### config.mk
export PLATFORM = sky130hd
export DESIGN_NAME = down_counter_timer_flat
export DESIGN_NICKNAME = d
export VERILOG_FILES = /design/src/rtl/down_ctr_pkg.sv /design/src/rtl/down_counter_timer_if.sv /design/src/rtl/down_ctr_core.sv /design/src/rtl/down_counter_timer.sv /design/src/flat_wrapper.sv
export SDC_FILE = /design/constraint.sdc
export NUM_CORES = 1
export LEC_CHECK = 0
export ABC_CLOCK_PERIOD_IN_PS = 2400
export CAP_MARGIN = 25
export CORE_AREA = 5 5 42 44
export DETAILED_ROUTE_END_ITERATION = 6
export DIE_AREA = 0 0 47 49
export DONT_BUFFER_PORTS = 1
export MAX_ROUTING_LAYER = met4
export PLACE_DENSITY = 0.7
export SYNTH_ARGS = -nofsm -noshare
export SYNTH_HDL_FRONTEND = slang
export SYNTH_HIERARCHICAL = 1
export SYNTH_SLANG_ARGS = --single-unit
### constraint.sdc
create_clock -name clk -period 2.4 [get_ports clk]
set_clock_uncertainty 0.2 [all_clocks]
set_input_delay 0.48 -clock clk [delete_from_list [all_inputs] [get_ports clk]]
set_output_delay 0.48 -clock clk [all_outputs]
set_load 0.02 [all_outputs]
### src/rtl/down_ctr_pkg.sv
// down_ctr_pkg: shared types and constants for the down counter timer.
//   state_t       : controller states (IDLE, RUN, DONE)
//   DEFAULT_WIDTH : default counter width in bits
package down_ctr_pkg;

  localparam int unsigned DEFAULT_WIDTH = 4;

  typedef enum logic [1:0] {
    IDLE = 2'd0,
    RUN  = 2'd1,
    DONE = 2'd2
  } state_t;

endpackage : down_ctr_pkg

### src/rtl/down_counter_timer_if.sv
// down_counter_timer_if: control/status bundle of the down counter timer.
//   en       : count enable             (master -> slave)
//   load     : load strobe              (master -> slave)
//   load_val : start/reload value       (master -> slave)
//   periodic : reload mode, with load   (master -> slave)
//   q        : current count            (slave -> master)
//   tc       : terminal-count pulse     (slave -> master)
//   busy     : counting in progress     (slave -> master)
interface down_counter_timer_if
  import down_ctr_pkg::*;
#(
  parameter int unsigned WIDTH = DEFAULT_WIDTH
);

  logic             en;
  logic             load;
  logic [WIDTH-1:0] load_val;
  logic             periodic;
  logic [WIDTH-1:0] q;
  logic             tc;
  logic             busy;

  modport master (
    output en, load, load_val, periodic,
    input  q, tc, busy
  );

  modport slave (
    input  en, load, load_val, periodic,
    output q, tc, busy
  );

endinterface : down_counter_timer_if

### src/rtl/down_ctr_core.sv
// down_ctr_core: datapath of the down counter timer.
// Holds the count, the reload value and the reload mode; the controller
// tells it when to load, decrement or reload.
//   clk, rst    : clock, synchronous active-high reset
//   ld          : capture ld_val/ld_periodic, count <= ld_val
//   ld_val      : value captured on ld
//   ld_periodic : mode captured on ld
//   dec         : count <= count - 1
//   rld         : count <= captured reload value
//   q           : current count (registered)
//   periodic    : captured mode
//   q_is_one    : count == 1
//   q_is_zero   : count == 0
module down_ctr_core
  import down_ctr_pkg::*;
#(
  parameter int unsigned WIDTH = DEFAULT_WIDTH
) (
  input  logic             clk,
  input  logic             rst,
  input  logic             ld,
  input  logic [WIDTH-1:0] ld_val,
  input  logic             ld_periodic,
  input  logic             dec,
  input  logic             rld,
  output logic [WIDTH-1:0] q,
  output logic             periodic,
  output logic             q_is_one,
  output logic             q_is_zero
);

  logic [WIDTH-1:0] cnt_q, cnt_d;
  logic [WIDTH-1:0] reload_q, reload_d;
  logic             periodic_q, periodic_d;

  // Next-state mux: load beats reload beats decrement; otherwise hold.
  always_comb begin
    cnt_d      = cnt_q;
    reload_d   = reload_q;
    periodic_d = periodic_q;
    if (ld) begin
      cnt_d      = ld_val;
      reload_d   = ld_val;
      periodic_d = ld_periodic;
    end else if (rld) begin
      cnt_d = reload_q;
    end else if (dec) begin
      cnt_d = cnt_q - WIDTH'(1);
    end else begin
      cnt_d = cnt_q;
    end
  end

  // Datapath registers with synchronous reset.
  always_ff @(posedge clk) begin
    if (rst) begin
      cnt_q      <= {WIDTH{1'b0}};
      reload_q   <= {WIDTH{1'b0}};
      periodic_q <= 1'b0;
    end else begin
      cnt_q      <= cnt_d;
      reload_q   <= reload_d;
      periodic_q <= periodic_d;
    end
  end

  assign q         = cnt_q;
  assign periodic  = periodic_q;
  assign q_is_one  = (cnt_q == WIDTH'(1));
  assign q_is_zero = (cnt_q == {WIDTH{1'b0}});

endmodule : down_ctr_core

### src/rtl/down_counter_timer.sv
// down_counter_timer: loadable down counter with a single-cycle
// terminal-count pulse and one-shot or periodic auto-reload.
//   clk : sole clock, rising edge
//   rst : synchronous active-high reset
//   bus : slave side of down_counter_timer_if (en, load, load_val,
//         periodic in; q, tc, busy out). All outputs are registered.
module down_counter_timer
  import down_ctr_pkg::*;
#(
  parameter int unsigned WIDTH = DEFAULT_WIDTH
) (
  input  logic                 clk,
  input  logic                 rst,
  down_counter_timer_if.slave  bus
);

  state_t           state_q, state_d;
  logic             tc_q, tc_d;
  logic             busy_q, busy_d;
  logic             dec_s;
  logic             rld_s;
  logic [WIDTH-1:0] core_q_s;
  logic             periodic_s;
  logic             q_is_one_s;
  logic             q_is_zero_s;

  down_ctr_core #(
    .WIDTH (WIDTH)
  ) u_core (
    .clk         (clk),
    .rst         (rst),
    .ld          (bus.load),
    .ld_val      (bus.load_val),
    .ld_periodic (bus.periodic),
    .dec         (dec_s),
    .rld         (rld_s),
    .q           (core_q_s),
    .periodic    (periodic_s),
    .q_is_one    (q_is_one_s),
    .q_is_zero   (q_is_zero_s)
  );

  // Controller next state: load restarts from any state, RUN counts on en,
  // IDLE/DONE wait for a load. tc defaults low so it is always one cycle.
  always_comb begin
    state_d = state_q;
    tc_d    = 1'b0;
    dec_s   = 1'b0;
    rld_s   = 1'b0;
    if (bus.load) begin
      // A zero load parks the counter without ever pulsing tc.
      state_d = (bus.load_val != {WIDTH{1'b0}}) ? RUN : IDLE;
    end else begin
      case (state_q)
        RUN: begin
          if (bus.en) begin
            if (q_is_zero_s) begin
              // Only reachable in periodic mode, the cycle after tc.
              rld_s   = periodic_s;
              state_d = periodic_s ? RUN : DONE;
            end else if (q_is_one_s) begin
              dec_s   = 1'b1;
              tc_d    = 1'b1;
              state_d = periodic_s ? RUN : DONE;
            end else begin
              dec_s = 1'b1;
            end
          end else begin
            state_d = RUN;
          end
        end
        IDLE:    state_d = IDLE;
        DONE:    state_d = DONE;
        default: state_d = IDLE;
      endcase
    end
    busy_d = (state_d == RUN);
  end

  // Controller registers; tc and busy are registered alongside the state.
  always_ff @(posedge clk) begin
    if (rst) begin
      state_q <= IDLE;
      tc_q    <= 1'b0;
      busy_q  <= 1'b0;
    end else begin
      state_q <= state_d;
      tc_q    <= tc_d;
      busy_q  <= busy_d;
    end
  end

  assign bus.q    = core_q_s;
  assign bus.tc   = tc_q;
  assign bus.busy = busy_q;

endmodule : down_counter_timer

### src/flat_wrapper.sv
// flat-port wrapper written by rule: the top's interface ports become plain ports
module down_counter_timer_flat import down_ctr_pkg::*;
#(
  parameter int unsigned WIDTH = DEFAULT_WIDTH
)
  (clk, rst, bus_en, bus_load, bus_load_val, bus_periodic, bus_q, bus_tc, bus_busy);
  down_counter_timer_if #(.WIDTH(WIDTH)) bus_i ();
  input  logic clk;
  input  logic rst;
  input wire logic [$bits(bus_i.en)-1:0] bus_en;
  input wire logic [$bits(bus_i.load)-1:0] bus_load;
  input wire logic [$bits(bus_i.load_val)-1:0] bus_load_val;
  input wire logic [$bits(bus_i.periodic)-1:0] bus_periodic;
  output wire logic [$bits(bus_i.q)-1:0] bus_q;
  output wire logic [$bits(bus_i.tc)-1:0] bus_tc;
  output wire logic [$bits(bus_i.busy)-1:0] bus_busy;
  assign bus_i.en = bus_en;
  assign bus_i.load = bus_load;
  assign bus_i.load_val = bus_load_val;
  assign bus_i.periodic = bus_periodic;
  assign bus_q = bus_i.q;
  assign bus_tc = bus_i.tc;
  assign bus_busy = bus_i.busy;
  down_counter_timer #(.WIDTH(WIDTH)) u_core (.clk(clk), .rst(rst), .bus(bus_i));
endmodule
==> flow_results.xml, run 1 <==
<?xml version="1.0" encoding="UTF-8"?>
<metrics>
  <group name="placement">
    <metric name="placement.io_buffers" unit="">0</metric>
    <metric name="place.detailed.hpwl" unit="mm">1.08</metric>
    <metric name="placedInstanceArea" unit="sq um">744</metric>
    <metric name="gp_routability_congestion" unit="">0.818</metric>
  </group>
  <group name="synthesis">
    <metric name="synth_largest_type_area_fraction" unit="%">36.7</metric>
    <metric name="postSynthAreaPerCell" unit="sq um">8.55</metric>
    <metric name="top_post_synthesis_cells_by_count" unit="">13 x sky130_fd_sc_hd__dfxtp_1, 10 x sky130_fd_sc_hd__nand2_1, 9 x sky130_fd_sc_hd__nor2_1, 6 x sky130_fd_sc_hd__a21oi_1</metric>
    <metric name="synthDominantAreaCellType" unit="">sky130_fd_sc_hd__dfxtp_1</metric>
    <metric name="synth-async-reset-ratio" unit="%">0</metric>
    <metric name="ys.flop_type" unit="">sky130_fd_sc_hd__dfxtp_1</metric>
    <metric name="ys_seq_area_share" unit="%">36.7</metric>
    <metric name="post_synth_instance_area" unit="sq um">709</metric>
    <metric name="cell_types_occupying_the_most_area_after_synthesis" unit="">sky130_fd_sc_hd__dfxtp_1 37%, sky130_fd_sc_hd__ha_1 7.1%, sky130_fd_sc_hd__nand2_1 5.3%, sky130_fd_sc_hd__nor2_1 4.8%, sky130_fd_sc_hd__a21oi_1 4.2%</metric>
    <metric name="yosys.cell_types.count" unit="">30</metric>
    <metric name="synth_fp_nets" unit="">96</metric>
    <metric name="yosys.cell_count.top_type" unit="">sky130_fd_sc_hd__dfxtp_1</metric>
    <metric name="synth-warning-count" unit="">6</metric>
    <metric name="synth-edff-count" unit="">0</metric>
    <metric name="post_synth_inst_count" unit="">83</metric>
    <metric name="ys_seq_elements" unit="">13</metric>
  </group>
  <group name="routing">
    <metric name="wl_per_cell" unit="microns">13.7</metric>
    <metric name="routed_via_count" unit="">582</metric>
    <metric name="drt_first_iter_violations" unit="">16</metric>
    <metric name="route.final.wire_length" unit="mm">1.43</metric>
    <metric name="avgViaCountPerCell" unit="">5.54</metric>
    <metric name="drt.antenna.violating_nets" unit="">0</metric>
    <metric name="detail_route.first_pass.iterations" unit="">4</metric>
    <metric name="drc_errors" unit="">0</metric>
  </group>
  <group name="worst_setup_path">
    <metric name="crit_required" unit="ps">2360</metric>
    <metric name="timing.critical_path.arrival" unit="ps">2060</metric>
    <metric name="worst-path-buf-inv" unit="">2</metric>
    <metric name="critical_path.endpoint_type" unit="">flip-flop</metric>
    <metric name="critical_path_cell_with_the_highest_stage_delay" unit="">sky130_fd_sc_hd__nor3b_2</metric>
    <metric name="critical_path.max_stage_delay" unit="ps">330</metric>
    <metric name="criticalPathCategory" unit="">reg -&gt; reg</metric>
    <metric name="path_delay_family" unit="">simple AND/OR/NAND/NOR gates</metric>
    <metric name="worstSetupStartpointType" unit="">flip-flop</metric>
    <metric name="worst_path_most_repeated_cell" unit="">sky130_fd_sc_hd__nor2_1</metric>
    <metric name="timing.critical_path.cells" unit="">inv_1 -&gt; ha_1 -&gt; nor3b_2 -&gt; nand2_1 -&gt; nor2_1 -&gt; buf_4 -&gt; nor2_1 -&gt; o21ai_0 -&gt; a311oi_1</metric>
    <metric name="critical_path_cell_count" unit="">9</metric>
    <metric name="number_of_cells_on_the_worst_reg_to_reg_path" unit="">9</metric>
    <metric name="worstPathMaxFanout" unit="">6</metric>
  </group>
  <group name="grt">
    <metric name="globalRoute.totalOverflow" unit="">0</metric>
    <metric name="antenna_violations_before_repair" unit="">0</metric>
    <metric name="grt_first_pass_wirelength" unit="mm">2.33</metric>
    <metric name="grtUsageTotal" unit="%">14.1</metric>
    <metric name="first_global_vias" unit="">562</metric>
    <metric name="grt_start_max_net_pins" unit="">14</metric>
  </group>
  <group name="sta">
    <metric name="min_hold_slack" unit="ps">63.3</metric>
    <metric name="worst_slew_margin_rel" unit="%">66.4</metric>
    <metric name="fraction_of_the_cycle_the_final_worst_path_needs" unit="%">87.5</metric>
    <metric name="setup-violations-final" unit="">0</metric>
    <metric name="worst-slew-pin-transition" unit="ps">497</metric>
    <metric name="max_transition_viols_final" unit="">0</metric>
    <metric name="timing.final.hold_violations" unit="">0</metric>
    <metric name="unrepaired_setup_endpoints_after_global_routing" unit="">no</metric>
    <metric name="setup-tns-final" unit="ps">0</metric>
    <metric name="maximum_operating_frequency" unit="GHz">0.476</metric>
    <metric name="finalCriticalPeriod" unit="ps">2100</metric>
  </group>
  <group name="cts">
    <metric name="cts-root-to-sink-buffers" unit="">2</metric>
    <metric name="cts_hold_buf" unit="">0</metric>
    <metric name="tritoncts.num_buffers" unit="">3</metric>
    <metric name="cts_tree" unit="">done</metric>
    <metric name="cts_root_buffer" unit="">sky130_fd_sc_hd__clkbuf_4</metric>
    <metric name="ctsHtreeMaxLevel" unit="">1</metric>
    <metric name="cts_sinks" unit="">13</metric>
    <metric name="clock_latency" unit="ps">270</metric>
    <metric name="reg_clk_slew_reported_paths" unit="ps">80</metric>
  </group>
  <group name="power">
    <metric name="share_comb_of_total_power" unit="%">17.6</metric>
    <metric name="worst_ir_drop_vdd" unit="mV">0.413</metric>
    <metric name="share_seq_of_total_power" unit="%">52.8</metric>
    <metric name="power.net_switching" unit="uW">121</metric>
    <metric name="power.density" unit="nW/um^2">578</metric>
    <metric name="p_int" unit="uW">327</metric>
    <metric name="switching_share" unit="%">27.0</metric>
    <metric name="power.leakage" unit="nW">0.295</metric>
    <metric name="clkPwrFrac" unit="%">29.6</metric>
  </group>
  <group name="finish">
    <metric name="design.final.nets" unit="">103</metric>
    <metric name="final_layout_size_suffix_gt1_share" unit="%">14.6</metric>
    <metric name="finalInstanceArea" unit="sq um">776</metric>
    <metric name="syn_to_final_growth" unit="%">9.35</metric>
    <metric name="number_of_antenna_cells_inserted" unit="">0</metric>
  </group>
  <group name="floorplanning">
    <metric name="boundaryPins" unit="">15</metric>
    <metric name="initial_core_util" unit="%">50.6</metric>
    <metric name="die_area" unit="sq um">2300</metric>
    <metric name="core.rowCount" unit="">14</metric>
    <metric name="floorplan.die.height" unit="microns">49</metric>
    <metric name="die_w" unit="microns">47</metric>
    <metric name="floorplan.core_area" unit="sq um">1400</metric>
  </group>
  <group name="worst_hold_path">
    <metric name="min_delay_path_depth" unit="">1</metric>
    <metric name="min_path_type" unit="">in -&gt; reg</metric>
  </group>
  <group name="outcome">
    <metric name="result_of_the_run" unit="">complete, no violations</metric>
  </group>
  <group name="job">
    <metric name="cap_violations" unit="">0</metric>
  </group>
</metrics>
==> registers in the layout (all words and copies together) (netlist names) <==
name and count:
u_core/u_core/q 4, u_core/u_core/reload_q 4, u_core/state_q 2, u_core/bus.busy 1, u_core/bus.tc 1, u_core/u_core/periodic 1
==> layout by cell type (no fill, tap or decap), types with 2 or more instances in the layout <==
cell / netlist / final
sky130_fd_sc_hd__a211oi_1: 2 / 2
sky130_fd_sc_hd__a21oi_1: 6 / 6
sky130_fd_sc_hd__and2_1: 3 / 3
sky130_fd_sc_hd__buf_4: 1 / 5
sky130_fd_sc_hd__clkbuf_4: 0 / 3
sky130_fd_sc_hd__dfxtp_1: 13 / 13
sky130_fd_sc_hd__ha_1: 4 / 4
sky130_fd_sc_hd__inv_1: 5 / 5
sky130_fd_sc_hd__nand2_1: 10 / 10
sky130_fd_sc_hd__nand2b_1: 2 / 2
sky130_fd_sc_hd__nand3b_1: 2 / 2
sky130_fd_sc_hd__nor2_1: 9 / 9
sky130_fd_sc_hd__nor3b_1: 3 / 2
sky130_fd_sc_hd__nor4b_1: 2 / 2
sky130_fd_sc_hd__o21ai_0: 5 / 5
==> logic make-up after synthesis <==
group           Yosys count  synth area share (%)
compound gates           20                  20.1
xor+xnor                  1                  1.23
fa+ha+maj                 4                  7.05
buf+inv                   8                  5.82
flops                    13                  36.7
mux                       1                  1.41
simple gates             36                  27.7
==> worst reg2reg max path, delay by kind of cell (launching register included) <==
kind            cells  cell delay (ps)
flops               1              310
compound gates      2              260
buf+inv             2              280
fa+ha+maj           1              180
simple gates        4              740
==> worst paths after layout <==
kind | slack [ps] | start | endpoint
worst max-delay path | 300 | u_core/u_core/q[1] | u_core/u_core/q[3]
worst min-delay path | 60 | rst | u_core/u_core/reload_q[2]
worst max register to register | 300 | u_core/u_core/q[1] | u_core/u_core/q[3]
worst min register to register | 260 | u_core/u_core/reload_q[3] | u_core/u_core/reload_q[3]
==> timing repair <==
action	in CTS	in global routing
buffers inserted	0	0
setup endpoints to repair	0	4
endpoints found under the hold margin	0	0
gates resized for setup	0	1
==> metrics by stage <==
| stage | power [mW] | util (%) | setup WS, ps | cells |
|---|---|---|---|---|
| 2_1_floorplan | 0.304 | - | 228 | 83 |
| 3_3_place_gp | 0.319 | 53.1 | 228 | 101 |
| 3_5_place_dp | 0.320 | 53.1 | 142 | 101 |
| 4_1_cts | 0.453 | 55.0 | 126 | 105 |
| 5_1_grt | 0.470 | 55.4 | 85.4 | 105 |
| 6_report | 0.449 | 55.4 | 300 | 105 |
==> power groups by stage <==
stage	registers (mW)	clock network, mW	logic (mW)
2_1_floorplan	0.252	0	0.0527
3_3_place_gp	0.241	0	0.0773
3_5_place_dp	0.242	0	0.0782
4_1_cts	0.237	0.138	0.0786
5_1_grt	0.238	0.143	0.0881
6_report	0.237	0.133	0.0789
==> per-layer routing <==
metal / part of all wire (%) / global-route usage, %
met4: 0.84 / 8.29
met3: 6.6 / 2.58
met2: 46 / 22.2
met1: 47 / 16.0
met5: 0 / -
==> area by class of cell <==
type	count	area (sq um)
fillers	143	626
multi-input cells	62	413
flip-flops and latches	13	260
repair buffers	5	37.5
clock buffers	4	26.3
well taps	16	20.0
inverters	5	18.8
No activity file was read; power rests on OpenSTA's default activity.
==> inputs of run 2 (changes only) <==
--- a/config.mk
+++ b/config.mk
@@ -12,7 +12,7 @@
 export DIE_AREA = 0 0 47 49
 export DONT_BUFFER_PORTS = 1
 export MAX_ROUTING_LAYER = met4
-export PLACE_DENSITY = 0.7
+export PLACE_DENSITY = 0.68
 export SYNTH_ARGS = -nofsm -noshare
 export SYNTH_HDL_FRONTEND = slang
 export SYNTH_HIERARCHICAL = 1
==> run 2 against run 1 <==
Against the previous run: register-to-register slack improved by 20 ps; sequential cell count unchanged; via count is 1.9% higher; critical path type unchanged; highest routed layer unchanged.
==> flow_results.xml, run 2 (same netlist as run 1, synthesis figures left out) <==
<?xml version="1.0" encoding="UTF-8"?>
<metrics>
  <group name="worst_setup_path">
    <metric name="number_of_cells_on_the_worst_reg_to_reg_path" unit="">6</metric>
    <metric name="critical_path.max_stage_delay" unit="ps">400</metric>
    <metric name="criticalPathCategory" unit="">reg -&gt; reg</metric>
    <metric name="worstPathMaxFanout" unit="">6</metric>
    <metric name="critical_path_cell_with_the_highest_stage_delay" unit="">sky130_fd_sc_hd__a311o_1</metric>
    <metric name="worstSetupStartpointType" unit="">flip-flop</metric>
    <metric name="crit_required" unit="ps">2410</metric>
    <metric name="timing.critical_path.arrival" unit="ps">2090</metric>
    <metric name="timing.critical_path.cells" unit="">buf_4 -&gt; ha_1 -&gt; nor3b_1 -&gt; or3b_1 -&gt; a311o_1 -&gt; a211oi_2</metric>
    <metric name="critical_path.endpoint_type" unit="">flip-flop</metric>
  </group>
  <group name="placement">
    <metric name="placement.io_buffers" unit="">0</metric>
    <metric name="place.detailed.hpwl" unit="mm">1.10</metric>
    <metric name="numPlacedInstances" unit="">102</metric>
    <metric name="gp_routability_congestion" unit="">0.758</metric>
  </group>
  <group name="power">
    <metric name="power.leakage" unit="nW">0.300</metric>
    <metric name="share_comb_of_total_power" unit="%">17.7</metric>
    <metric name="share_seq_of_total_power" unit="%">52.4</metric>
    <metric name="clkPwrFrac" unit="%">29.8</metric>
    <metric name="p_int" unit="uW">328</metric>
    <metric name="worst_ir_drop_vdd" unit="mV">0.336</metric>
    <metric name="power.net_switching" unit="uW">124</metric>
    <metric name="design_power_total" unit="uW">452</metric>
    <metric name="power.density" unit="nW/um^2">577</metric>
    <metric name="switching_share" unit="%">27.4</metric>
  </group>
  <group name="sta">
    <metric name="setup-violations-final" unit="">0</metric>
    <metric name="timing.final.hold_violations" unit="">0</metric>
    <metric name="max_transition_viols_final" unit="">0</metric>
    <metric name="worst_slew_margin_rel" unit="%">67.6</metric>
    <metric name="setup-tns-final" unit="ps">0</metric>
    <metric name="min_hold_slack" unit="ps">61.4</metric>
    <metric name="unrepaired_setup_endpoints_after_global_routing" unit="">no</metric>
    <metric name="maximum_operating_frequency" unit="GHz">0.480</metric>
    <metric name="finalCriticalPeriod" unit="ps">2080</metric>
    <metric name="fraction_of_the_cycle_the_final_worst_path_needs" unit="%">86.8</metric>
    <metric name="worst-slew-pin-transition" unit="ps">480</metric>
  </group>
  <group name="cts">
    <metric name="cts_tree" unit="">done</metric>
    <metric name="cts_sinks" unit="">13</metric>
    <metric name="cts_hold_buf" unit="">0</metric>
    <metric name="clock_latency" unit="ps">280</metric>
    <metric name="cts_root_buffer" unit="">sky130_fd_sc_hd__clkbuf_4</metric>
    <metric name="tritoncts.num_buffers" unit="">3</metric>
    <metric name="reg_clk_slew_reported_paths" unit="ps">80</metric>
    <metric name="cts-root-to-sink-buffers" unit="">2</metric>
    <metric name="ctsHtreeMaxLevel" unit="">1</metric>
  </group>
  <group name="grt">
    <metric name="grtUsageTotal" unit="%">14.6</metric>
    <metric name="grt_start_max_net_pins" unit="">14</metric>
    <metric name="grt_first_pass_wirelength" unit="mm">2.39</metric>
    <metric name="first_global_vias" unit="">554</metric>
    <metric name="antenna_violations_before_repair" unit="">0</metric>
    <metric name="globalRoute.totalOverflow" unit="">0</metric>
  </group>
  <group name="routing">
    <metric name="avgViaCountPerCell" unit="">5.59</metric>
    <metric name="route.final.wire_length" unit="mm">1.40</metric>
    <metric name="wl_per_cell" unit="microns">13.2</metric>
    <metric name="drt.antenna.violating_nets" unit="">0</metric>
    <metric name="drc_errors" unit="">0</metric>
    <metric name="routed_via_count" unit="">593</metric>
    <metric name="drt_first_iter_violations" unit="">13</metric>
    <metric name="detail_route.first_pass.iterations" unit="">4</metric>
  </group>
  <group name="worst_hold_path">
    <metric name="min_path_type" unit="">in -&gt; reg</metric>
    <metric name="min_delay_path_depth" unit="">1</metric>
  </group>
  <group name="floorplanning">
    <metric name="floorplan.die.height" unit="microns">49</metric>
    <metric name="boundaryPins" unit="">15</metric>
    <metric name="initial_core_util" unit="%">50.6</metric>
    <metric name="die_area" unit="sq um">2300</metric>
    <metric name="die_w" unit="microns">47</metric>
    <metric name="core.rowCount" unit="">14</metric>
    <metric name="floorplan.core_area" unit="sq um">1400</metric>
  </group>
  <group name="outcome">
    <metric name="result_of_the_run" unit="">complete, no violations</metric>
  </group>
  <group name="finish">
    <metric name="most_common_cell_after_layout_fill_and_taps_aside" unit="">sky130_fd_sc_hd__dfxtp_1</metric>
    <metric name="final_layout_size_suffix_gt1_share" unit="%">15.6</metric>
    <metric name="syn_to_final_growth" unit="%">10.4</metric>
    <metric name="design.final.nets" unit="">104</metric>
    <metric name="layout.cells.most_common_list" unit="">13 x sky130_fd_sc_hd__dfxtp_1, 10 x sky130_fd_sc_hd__nand2_1, 9 x sky130_fd_sc_hd__nor2_1, 6 x sky130_fd_sc_hd__buf_4, 6 x sky130_fd_sc_hd__a21oi_1</metric>
    <metric name="number_of_antenna_cells_inserted" unit="">0</metric>
    <metric name="finalNonFillerCells" unit="">106</metric>
    <metric name="finalCoreUtilization" unit="%">55.9</metric>
  </group>
  <group name="job">
    <metric name="cap_violations" unit="">0</metric>
  </group>
</metrics>
## run 2: changes by cell type in the layout (fill, tap and decap cells not counted), sizes merged
cell	change
buf	+1
## run 2: routing by layer
metal	up-vias	share of wire, %	global-route usage, %
li1	309	-	-
met1	265	49	19.8
met2	15	42	19.2
met3	4	7.3	3.69
met4	0	1.4	8.29
met5	-	0	-
## run 2: stage by stage
step / setup slack [ps] / area (sq um)
floorplan: 228 / 709
global placement: 256 / 752
finish: 317 / 783
CTS: 133 / 778
global route: 101 / 783
detailed placement: 145 / 752
## run 2: cell type report
cell class | count | area (sq um)
Timing Repair Buffer | 6 | 45.0
Clock buffer | 4 | 26.3
Sequential cell | 13 | 260
Multi-Input combinational cell | 62 | 413
Tap cell | 16 | 20.0
Inverter | 5 | 18.8
Fill cell | 139 | 618
## run 2: power by group through the flow
stage,Sequential (mW),Clock [mW],Combinational [mW]
finish,0.237,0.135,0.0801
global route,0.239,0.157,0.0895
CTS,0.237,0.143,0.0799
detailed placement,0.242,0,0.0797
global placement,0.242,0,0.0780
floorplan,0.252,0,0.0527
## run 2: timing repair
action,in CTS,in global routing
setup endpoints to repair,0,4
hold endpoints to repair,0,0
buffers inserted,0,0
resized for setup,0,1
## run 2: path summary, 6_finish.rpt
path	start	to	slack [ps]
max	u_core/u_core/q[0]	u_core/bus.busy	320
min	rst	u_core/u_core/reload_q[1]	60
max reg2reg	u_core/u_core/q[0]	u_core/bus.busy	320
min reg2reg	u_core/u_core/reload_q[0]	u_core/u_core/reload_q[0]	260
## run 2: critical path: cells and delay by family (launching register included)
kind | cells | cell delay, ps
AO/OA/AOI/OAI | 2 | 610
AND/OR/NAND/NOR | 2 | 530
flip-flops | 1 | 310
adder cells (fa/ha/maj) | 1 | 190
buffers and inverters | 1 | 170
